===== src/rtl/types_amba_pkg.sv =====
// AMBA AXI4 system-bus types shared by bus masters and slaves.
package types_amba_pkg;

    localparam int CFG_SYSBUS_ADDR_BITS  = 48;
    localparam int CFG_SYSBUS_DATA_BITS  = 64;
    localparam int CFG_SYSBUS_DATA_BYTES = 8;
    localparam int CFG_SYSBUS_ID_BITS    = 5;
    localparam int CFG_SYSBUS_USER_BITS  = 1;

    localparam logic [1:0] AXI_BURST_FIXED = 2'b00;
    localparam logic [1:0] AXI_BURST_INCR  = 2'b01;
    localparam logic [1:0] AXI_BURST_WRAP  = 2'b10;

    localparam logic [1:0] AXI_RESP_OKAY   = 2'b00;
    localparam logic [1:0] AXI_RESP_EXOKAY = 2'b01;
    localparam logic [1:0] AXI_RESP_SLVERR = 2'b10;
    localparam logic [1:0] AXI_RESP_DECERR = 2'b11;

    typedef struct packed {
        logic [CFG_SYSBUS_ADDR_BITS-1:0] addr;
        logic [7:0]                      len;
        logic [2:0]                      size;
        logic [1:0]                      burst;
        logic                            lock;
        logic [3:0]                      cache;
        logic [2:0]                      prot;
        logic [3:0]                      qos;
        logic [3:0]                      region;
    } axi4_metadata_type;

    localparam axi4_metadata_type META_NONE = '{
        addr: '0, len: '0, size: '0, burst: AXI_BURST_INCR, lock: 1'b0,
        cache: '0, prot: '0, qos: '0, region: '0
    };

    typedef struct packed {
        logic                             aw_valid;
        axi4_metadata_type                aw_bits;
        logic [CFG_SYSBUS_ID_BITS-1:0]    aw_id;
        logic [CFG_SYSBUS_USER_BITS-1:0]  aw_user;
        logic                             w_valid;
        logic [CFG_SYSBUS_DATA_BITS-1:0]  w_data;
        logic                             w_last;
        logic [CFG_SYSBUS_DATA_BYTES-1:0] w_strb;
        logic [CFG_SYSBUS_USER_BITS-1:0]  w_user;
        logic                             b_ready;
        logic                             ar_valid;
        axi4_metadata_type                ar_bits;
        logic [CFG_SYSBUS_ID_BITS-1:0]    ar_id;
        logic [CFG_SYSBUS_USER_BITS-1:0]  ar_user;
        logic                             r_ready;
    } axi4_master_out_type;

    localparam axi4_master_out_type axi4_master_out_none = '{
        aw_valid: 1'b0, aw_bits: META_NONE, aw_id: '0, aw_user: '0,
        w_valid: 1'b0, w_data: '0, w_last: 1'b0, w_strb: '0, w_user: '0,
        b_ready: 1'b0, ar_valid: 1'b0, ar_bits: META_NONE, ar_id: '0,
        ar_user: '0, r_ready: 1'b0
    };

    typedef struct packed {
        logic                             aw_ready;
        logic                             w_ready;
        logic                             b_valid;
        logic [1:0]                       b_resp;
        logic [CFG_SYSBUS_ID_BITS-1:0]    b_id;
        logic [CFG_SYSBUS_USER_BITS-1:0]  b_user;
        logic                             ar_ready;
        logic                             r_valid;
        logic [1:0]                       r_resp;
        logic [CFG_SYSBUS_DATA_BITS-1:0]  r_data;
        logic                             r_last;
        logic [CFG_SYSBUS_ID_BITS-1:0]    r_id;
        logic [CFG_SYSBUS_USER_BITS-1:0]  r_user;
    } axi4_master_in_type;

    localparam axi4_master_in_type axi4_master_in_none = '{
        aw_ready: 1'b0, w_ready: 1'b0, b_valid: 1'b0, b_resp: '0, b_id: '0,
        b_user: '0, ar_ready: 1'b0, r_valid: 1'b0, r_resp: '0, r_data: '0,
        r_last: 1'b0, r_id: '0, r_user: '0
    };

endpackage


===== src/rtl/axi4_req_master.sv =====
// Single-outstanding AXI4 master: turns one read/write request into a
// single-beat AXI4 transaction and returns data/completion with an error flag.
module axi4_req_master
    import types_amba_pkg::*;
#(
    parameter int                            async_reset = 0,
    parameter logic [CFG_SYSBUS_ID_BITS-1:0] xid         = '0
) (
    input  logic                             clk,
    input  logic                             nrst,
    input  logic                             i_req_valid,
    output logic                             o_req_ready,
    input  logic                             i_req_write,
    input  logic [CFG_SYSBUS_ADDR_BITS-1:0]  i_req_addr,
    input  logic [2:0]                       i_req_size,
    input  logic [CFG_SYSBUS_DATA_BITS-1:0]  i_req_wdata,
    input  logic [CFG_SYSBUS_DATA_BYTES-1:0] i_req_wstrb,
    output logic                             o_resp_valid,
    input  logic                             i_resp_ready,
    output logic [CFG_SYSBUS_DATA_BITS-1:0]  o_resp_rdata,
    output logic                             o_resp_err,
    output logic                             o_busy,
    output axi4_master_out_type              o_xmsto,
    input  axi4_master_in_type               i_xmsti
);

    typedef enum logic [2:0] {IDLE, RADDR, RDATA, WREQ, WRESP, RESP} state_t;

    state_t                           state_reg, state_next;
    logic [CFG_SYSBUS_ADDR_BITS-1:0]  addr_reg, addr_next;
    logic [2:0]                       size_reg, size_next;
    logic [CFG_SYSBUS_DATA_BITS-1:0]  wdata_reg, wdata_next;
    logic [CFG_SYSBUS_DATA_BYTES-1:0] wstrb_reg, wstrb_next;
    logic [CFG_SYSBUS_DATA_BITS-1:0]  rdata_reg, rdata_next;
    logic                             err_reg, err_next;
    logic                             aw_done_reg, aw_done_next;
    logic                             w_done_reg, w_done_next;
    logic                             aw_valid_reg, aw_valid_next;
    logic                             w_valid_reg, w_valid_next;
    logic                             ar_valid_reg, ar_valid_next;
    logic                             r_ready_reg, r_ready_next;
    logic                             b_ready_reg, b_ready_next;
    logic                             req_ready_reg, req_ready_next;
    logic                             resp_valid_reg, resp_valid_next;

    logic aw_hs;
    logic w_hs;

    // Response-code low bits and user sidebands carry nothing this bridge needs.
    logic unused_inputs;
    assign unused_inputs = ^{i_xmsti.b_resp[0], i_xmsti.r_resp[0],
                             i_xmsti.b_user, i_xmsti.r_user, (async_reset != 0)};

    assign aw_hs = aw_valid_reg & i_xmsti.aw_ready;
    assign w_hs  = w_valid_reg & i_xmsti.w_ready;

    // State and registered handshake outputs; everything clears on reset.
    always_ff @(posedge clk or negedge nrst) begin
        if (!nrst) begin
            state_reg      <= IDLE;
            addr_reg       <= '0;
            size_reg       <= '0;
            wdata_reg      <= '0;
            wstrb_reg      <= '0;
            rdata_reg      <= '0;
            err_reg        <= 1'b0;
            aw_done_reg    <= 1'b0;
            w_done_reg     <= 1'b0;
            aw_valid_reg   <= 1'b0;
            w_valid_reg    <= 1'b0;
            ar_valid_reg   <= 1'b0;
            r_ready_reg    <= 1'b0;
            b_ready_reg    <= 1'b0;
            req_ready_reg  <= 1'b0;
            resp_valid_reg <= 1'b0;
        end else begin
            state_reg      <= state_next;
            addr_reg       <= addr_next;
            size_reg       <= size_next;
            wdata_reg      <= wdata_next;
            wstrb_reg      <= wstrb_next;
            rdata_reg      <= rdata_next;
            err_reg        <= err_next;
            aw_done_reg    <= aw_done_next;
            w_done_reg     <= w_done_next;
            aw_valid_reg   <= aw_valid_next;
            w_valid_reg    <= w_valid_next;
            ar_valid_reg   <= ar_valid_next;
            r_ready_reg    <= r_ready_next;
            b_ready_reg    <= b_ready_next;
            req_ready_reg  <= req_ready_next;
            resp_valid_reg <= resp_valid_next;
        end
    end

    // Next-state logic; each valid/ready is computed one cycle ahead so it
    // leaves the block straight from a flop.
    always_comb begin
        state_next      = state_reg;
        addr_next       = addr_reg;
        size_next       = size_reg;
        wdata_next      = wdata_reg;
        wstrb_next      = wstrb_reg;
        rdata_next      = rdata_reg;
        err_next        = err_reg;
        aw_done_next    = aw_done_reg;
        w_done_next     = w_done_reg;
        aw_valid_next   = aw_valid_reg;
        w_valid_next    = w_valid_reg;
        ar_valid_next   = ar_valid_reg;
        r_ready_next    = r_ready_reg;
        b_ready_next    = b_ready_reg;
        req_ready_next  = req_ready_reg;
        resp_valid_next = resp_valid_reg;

        case (state_reg)
            IDLE: begin
                req_ready_next = 1'b1;
                if (i_req_valid && req_ready_reg) begin
                    req_ready_next = 1'b0;
                    addr_next      = i_req_addr;
                    size_next      = i_req_size;
                    wdata_next     = i_req_wdata;
                    wstrb_next     = i_req_wstrb;
                    aw_done_next   = 1'b0;
                    w_done_next    = 1'b0;
                    if (i_req_write) begin
                        state_next    = WREQ;
                        aw_valid_next = 1'b1;
                        w_valid_next  = 1'b1;
                    end else begin
                        state_next    = RADDR;
                        ar_valid_next = 1'b1;
                    end
                end
            end
            RADDR: begin
                if (ar_valid_reg && i_xmsti.ar_ready) begin
                    ar_valid_next = 1'b0;
                    r_ready_next  = 1'b1;
                    state_next    = RDATA;
                end
            end
            RDATA: begin
                if (r_ready_reg && i_xmsti.r_valid) begin
                    rdata_next      = i_xmsti.r_data;
                    err_next        = i_xmsti.r_resp[1] | (i_xmsti.r_id != xid)
                                      | !i_xmsti.r_last;
                    r_ready_next    = 1'b0;
                    resp_valid_next = 1'b1;
                    state_next      = RESP;
                end
            end
            WREQ: begin
                // AW and W retire independently; leave once both have.
                if (aw_hs) begin
                    aw_valid_next = 1'b0;
                    aw_done_next  = 1'b1;
                end
                if (w_hs) begin
                    w_valid_next = 1'b0;
                    w_done_next  = 1'b1;
                end
                if ((aw_done_reg || aw_hs) && (w_done_reg || w_hs)) begin
                    b_ready_next = 1'b1;
                    state_next   = WRESP;
                end
            end
            WRESP: begin
                if (b_ready_reg && i_xmsti.b_valid) begin
                    rdata_next      = '0;
                    err_next        = i_xmsti.b_resp[1] | (i_xmsti.b_id != xid);
                    b_ready_next    = 1'b0;
                    resp_valid_next = 1'b1;
                    state_next      = RESP;
                end
            end
            RESP: begin
                if (resp_valid_reg && i_resp_ready) begin
                    resp_valid_next = 1'b0;
                    req_ready_next  = 1'b1;
                    state_next      = IDLE;
                end
            end
            default: begin
                state_next = IDLE;
            end
        endcase
    end

    // Assemble the AXI master bundle; unused fields keep their idle values.
    always_comb begin
        o_xmsto               = axi4_master_out_none;
        o_xmsto.aw_valid      = aw_valid_reg;
        o_xmsto.aw_bits.addr  = addr_reg;
        o_xmsto.aw_bits.size  = size_reg;
        o_xmsto.aw_id         = xid;
        o_xmsto.w_valid       = w_valid_reg;
        o_xmsto.w_data        = wdata_reg;
        o_xmsto.w_strb        = wstrb_reg;
        // Single-beat bursts: every presented beat is the last one.
        o_xmsto.w_last        = w_valid_reg;
        o_xmsto.b_ready       = b_ready_reg;
        o_xmsto.ar_valid      = ar_valid_reg;
        o_xmsto.ar_bits.addr  = addr_reg;
        o_xmsto.ar_bits.size  = size_reg;
        o_xmsto.ar_id         = xid;
        o_xmsto.r_ready       = r_ready_reg;
    end

    assign o_req_ready  = req_ready_reg;
    assign o_resp_valid = resp_valid_reg;
    assign o_resp_rdata = rdata_reg;
    assign o_resp_err   = err_reg;
    assign o_busy       = (state_reg != IDLE);

endmodule

===== config.mk =====
export PLATFORM = sky130hd
export DESIGN_NAME = axi4_req_master
export DESIGN_NICKNAME = d
export VERILOG_FILES = /design/src/rtl/types_amba_pkg.sv /design/src/rtl/axi4_req_master.sv
export SDC_FILE = /design/constraint.sdc
export NUM_CORES = 1
export LEC_CHECK = 0
export BUFFER_PORTS_ARGS = -buffer_cell sky130_fd_sc_hd__buf_2
export CORE_AREA = 3 3 203 205
export CTS_CLUSTER_DIAMETER = 100
export DETAILED_ROUTE_END_ITERATION = 7
export DIE_AREA = 0 0 206 208
export GPL_ROUTABILITY_DRIVEN = 0
export PLACE_DENSITY = 0.55
export SKIP_LAST_GASP = 1
export SLEW_MARGIN = 20
export SYNTH_ARGS = -nofsm -noshare
export SYNTH_HDL_FRONTEND = slang
export SYNTH_SLANG_ARGS = --single-unit

===== constraint.sdc =====
create_clock -name clk -period 1.7 [get_ports clk]
set_input_delay 0.085 -clock clk [delete_from_list [all_inputs] [get_ports clk]]
set_output_delay 0.085 -clock clk [all_outputs]
set_load 0.03 [all_outputs]

==> flow_summary.yaml <==
status:
  status: "completed"
final_layout:
  drive_gt1_share_pct: 46.25
  ff_latch_area_um2: 5006
  multi_input_area_um2: 2855
  num_antenna_cells: 0
  final_cells: 1913
  postLayoutCoreUtil_pct: 35.17
  final_nets: 1590
  nFillCells: 3879
  finish.instance_area_um2: 13940
  syn_to_final_growth_pct: 59.06
synthesis:
  ys_seq_area_share_pct: 57.10
  ys_ff_latch: 200
  synthArstFlopShare_pct: 100.0
  yosys_warnings: 0
  syn_inst: 750
  synth_largest_area_cell: "dfrtp_1"
  synth_cell_types: 34
  synth.avg_cell_area_um2: 11.69
  synthFlopType: "dfrtp_1"
  synth_enable_flop_cells: 0
  netlist_area_um2: 8765
  synth.area.top_cells: "dfrtp_1 (57%), mux2_2 (12%), buf_4 (12%)"
  synth_top_area_share_pct: 57.10
clocking:
  numClockSinks: 200
  clk_path_buf_depth: 2
  tritoncts: "done"
  cts_made_buffers: 17
  clk_latency_ps: 450
  cts_max_level: 4
  cts-root-buf: "clkbuf_16"
  clk_pin_slew_worst_paths_ps: 70
sta:
  setup_viol: 0
  finalMaxSlewViolations: 0
  fin_crit_sh_pct: 97.10
  hold_ws_ps: 96.49
  max_freq_mhz: 605.8
  fin_tns_setup_ps: 0
  min_period_ps: 1651
  hold_viol_final: 0
  grt_setup_unrepaired: "true"
  skew_ps: 12.94
detailed_routing:
  avgRoutedWirePerCell_um: 14.88
  antenna_left: 0
  vias_per_cell: 3.951
  wl_mm: 28.46
  vias: 7558
  drt_pre_antenna_iters: 4
  drc_errors: 0
  drtIter0Drc: 313
floorplanning:
  dieWidth_um: 206
  die_area_um2: 42850
  start_util_pct: 22.11
  io_pins: 527
  fp.dieH_um: 208
  num_rows: 73
  core_area_um2: 39640
power:
  leakagePower_nw: 7.221
  cellPowerDensity_nw_per_um2: 1718
  ir_worst_vdd_mv: 0.6667
hold_path:
  hold_path.class: "primary input to register"
  holdPathStages: 4
  hold_end: "o_resp_err$_DFFE_PN0P_"
  hold_path.startpoint: "i_xmsti[78]"
critical_path:
  critPathRequiredTime_ps: 2010
  path_class: "register to register"
  regToRegStartpoint: "state_reg[1]$_DFFE_PN0P_"
  worst_setup_path_end_kind: "register"
  ff2ff_path_depth: 6
  crit_fanout: 30
  rrSetupSlack_ps: 50
  start_kind: "register"
  rr_endpoint: "o_resp_rdata[46]$_DFFE_PN0P_"
  worst_ep_arrival_time_ps: 1960
placement:
  place_inst: 1679
  io_buffers: 457
  hpwl_mm: 20.08
  dpl-instance-area_um2: 11270
global_routing:
  grt_max_degree: 60
  antenna_found_initial: 1
  grt.total_usage_pct: 12.66
  overflow: 0
  grt_pass1_vias: 7939
  grt_pass1_wl_mm: 42.49
job:
  drv_cap: 0
-- kinds of logic (layout without fill, tap and decap cells) --
family                 Yosys count  in the layout  share of synthesized area (%)
multiplexers                   123            123                          15.80
other                            2             65                        0.08569
AO/OA/AOI/OAI                   94             94                          5.796
buffers and inverters          165            740                          13.52
AND/OR/NAND/NOR                166            166                          7.695
flip-flops                     200            200                          57.10
-- synthesized netlist by cell type (2+ instances only) --
cell	number
and3_1	2
clkbuf_1	12
nand3_1	3
mux2_2	97
o21ai_1	18
conb_1	2
mux2_1	26
nand2_1	141
nor3_1	3
buf_8	2
inv_1	5
buf_2	5
dfrtp_1	200
o31ai_1	4
a31oi_1	2
and4b_1	2
a21oi_1	12
nor2_1	7
buf_4	139
buf_6	2
nor4_1	2
o21ai_0	51
a22o_1	2
-- critical path, cell delays in order (launching register included) --
cell     delay (ps)
dfrtp_1         420
buf_6           170
and4b_1         230
o21ai_4         190
buf_12          180
buf_12          180
o21ai_0         120
-- metrics by stage --
stage               worst slack [ps]  power (mW)
finish                         49.35       23.95
global placement               59.87       19.26
global route                  -24.06       25.24
CTS                           -14.69       24.09
detailed placement             4.242       19.43
floorplan                      52.65       16.36
-- layout by cell type, fill, tap and decap left out, types with 3 or more instances in the layout --
| master | n |
|---|---|
| clkinv_2 | 4 |
| nand2_1 | 140 |
| o21ai_0 | 50 |
| nor3_1 | 3 |
| buf_12 | 11 |
| dlygate4sd3_1 | 196 |
| buf_6 | 3 |
| mux2_1 | 26 |
| nor2_1 | 6 |
| o21ai_1 | 19 |
| mux2_2 | 97 |
| o31ai_1 | 3 |
| clkbuf_16 | 18 |
| a21oi_1 | 12 |
| buf_4 | 37 |
| dfrtp_1 | 199 |
| buf_2 | 455 |
| inv_1 | 5 |
| nand3_1 | 3 |
| bufinv_16 | 3 |
| conb_1 | 65 |
-- what timing repair did --
action,CTS,global route
setup endpoints to repair,5,56
setup buffers,0,6
gates resized for setup,2,9
pin swaps,0,1
cloned,0,1
hold buffers,196,0
endpoints found under the hold margin,395,0
-- layout make-up --
| cell class | instances | share of cell area [%] |
|---|---|---|
| sequential | 200 | 35.91 |
| timing repair buffer | 704 | 34.50 |
| multi-input combinational | 448 | 20.48 |
| tap | 525 | 4.712 |
| clock buffer | 19 | 3.177 |
| clock inverter | 12 | 1.086 |
| inverter | 5 | 0.1346 |
-- metal layers --
metal  up-vias  global-route usage, %  wire length [um]
li1       3573                      -                 -
met1      3625                  13.43             10710
met2       325                  22.91             14670
met3        33                  4.397              2424
met4         2                  4.775               638
met5         -                      0                20
-- where the power goes --
group	switching [mW]	total, mW	leakage (nW)	internal (mW)
logic	8.03	11.8	4.38	3.74
registers	1.24	7.99	2.55	6.75
clock network	1.83	4.18	0.289	2.35
-- how the worst max path moves through the flow --
stage / from / to / cells after the start
finish: state_reg[1]$_DFFE_PN0P_ / o_resp_rdata[46]$_DFFE_PN0P_ / 6
global route: state_reg[1]$_DFFE_PN0P_ / o_resp_err$_DFFE_PN0P_ / 6
floorplan: o_req_ready$_DFFE_PN0P_ / wdata_reg[13]$_DFFE_PN0P_ / 6
CTS: state_reg[1]$_DFFE_PN0P_ / o_busy / 5
detailed placement: state_reg[1]$_DFFE_PN0P_ / wdata_reg[16]$_DFFE_PN0P_ / 4
global placement: state_reg[1]$_DFFE_PN0P_ / wdata_reg[25]$_DFFE_PN0P_ / 4
Power figures use the tool's default switching activity.
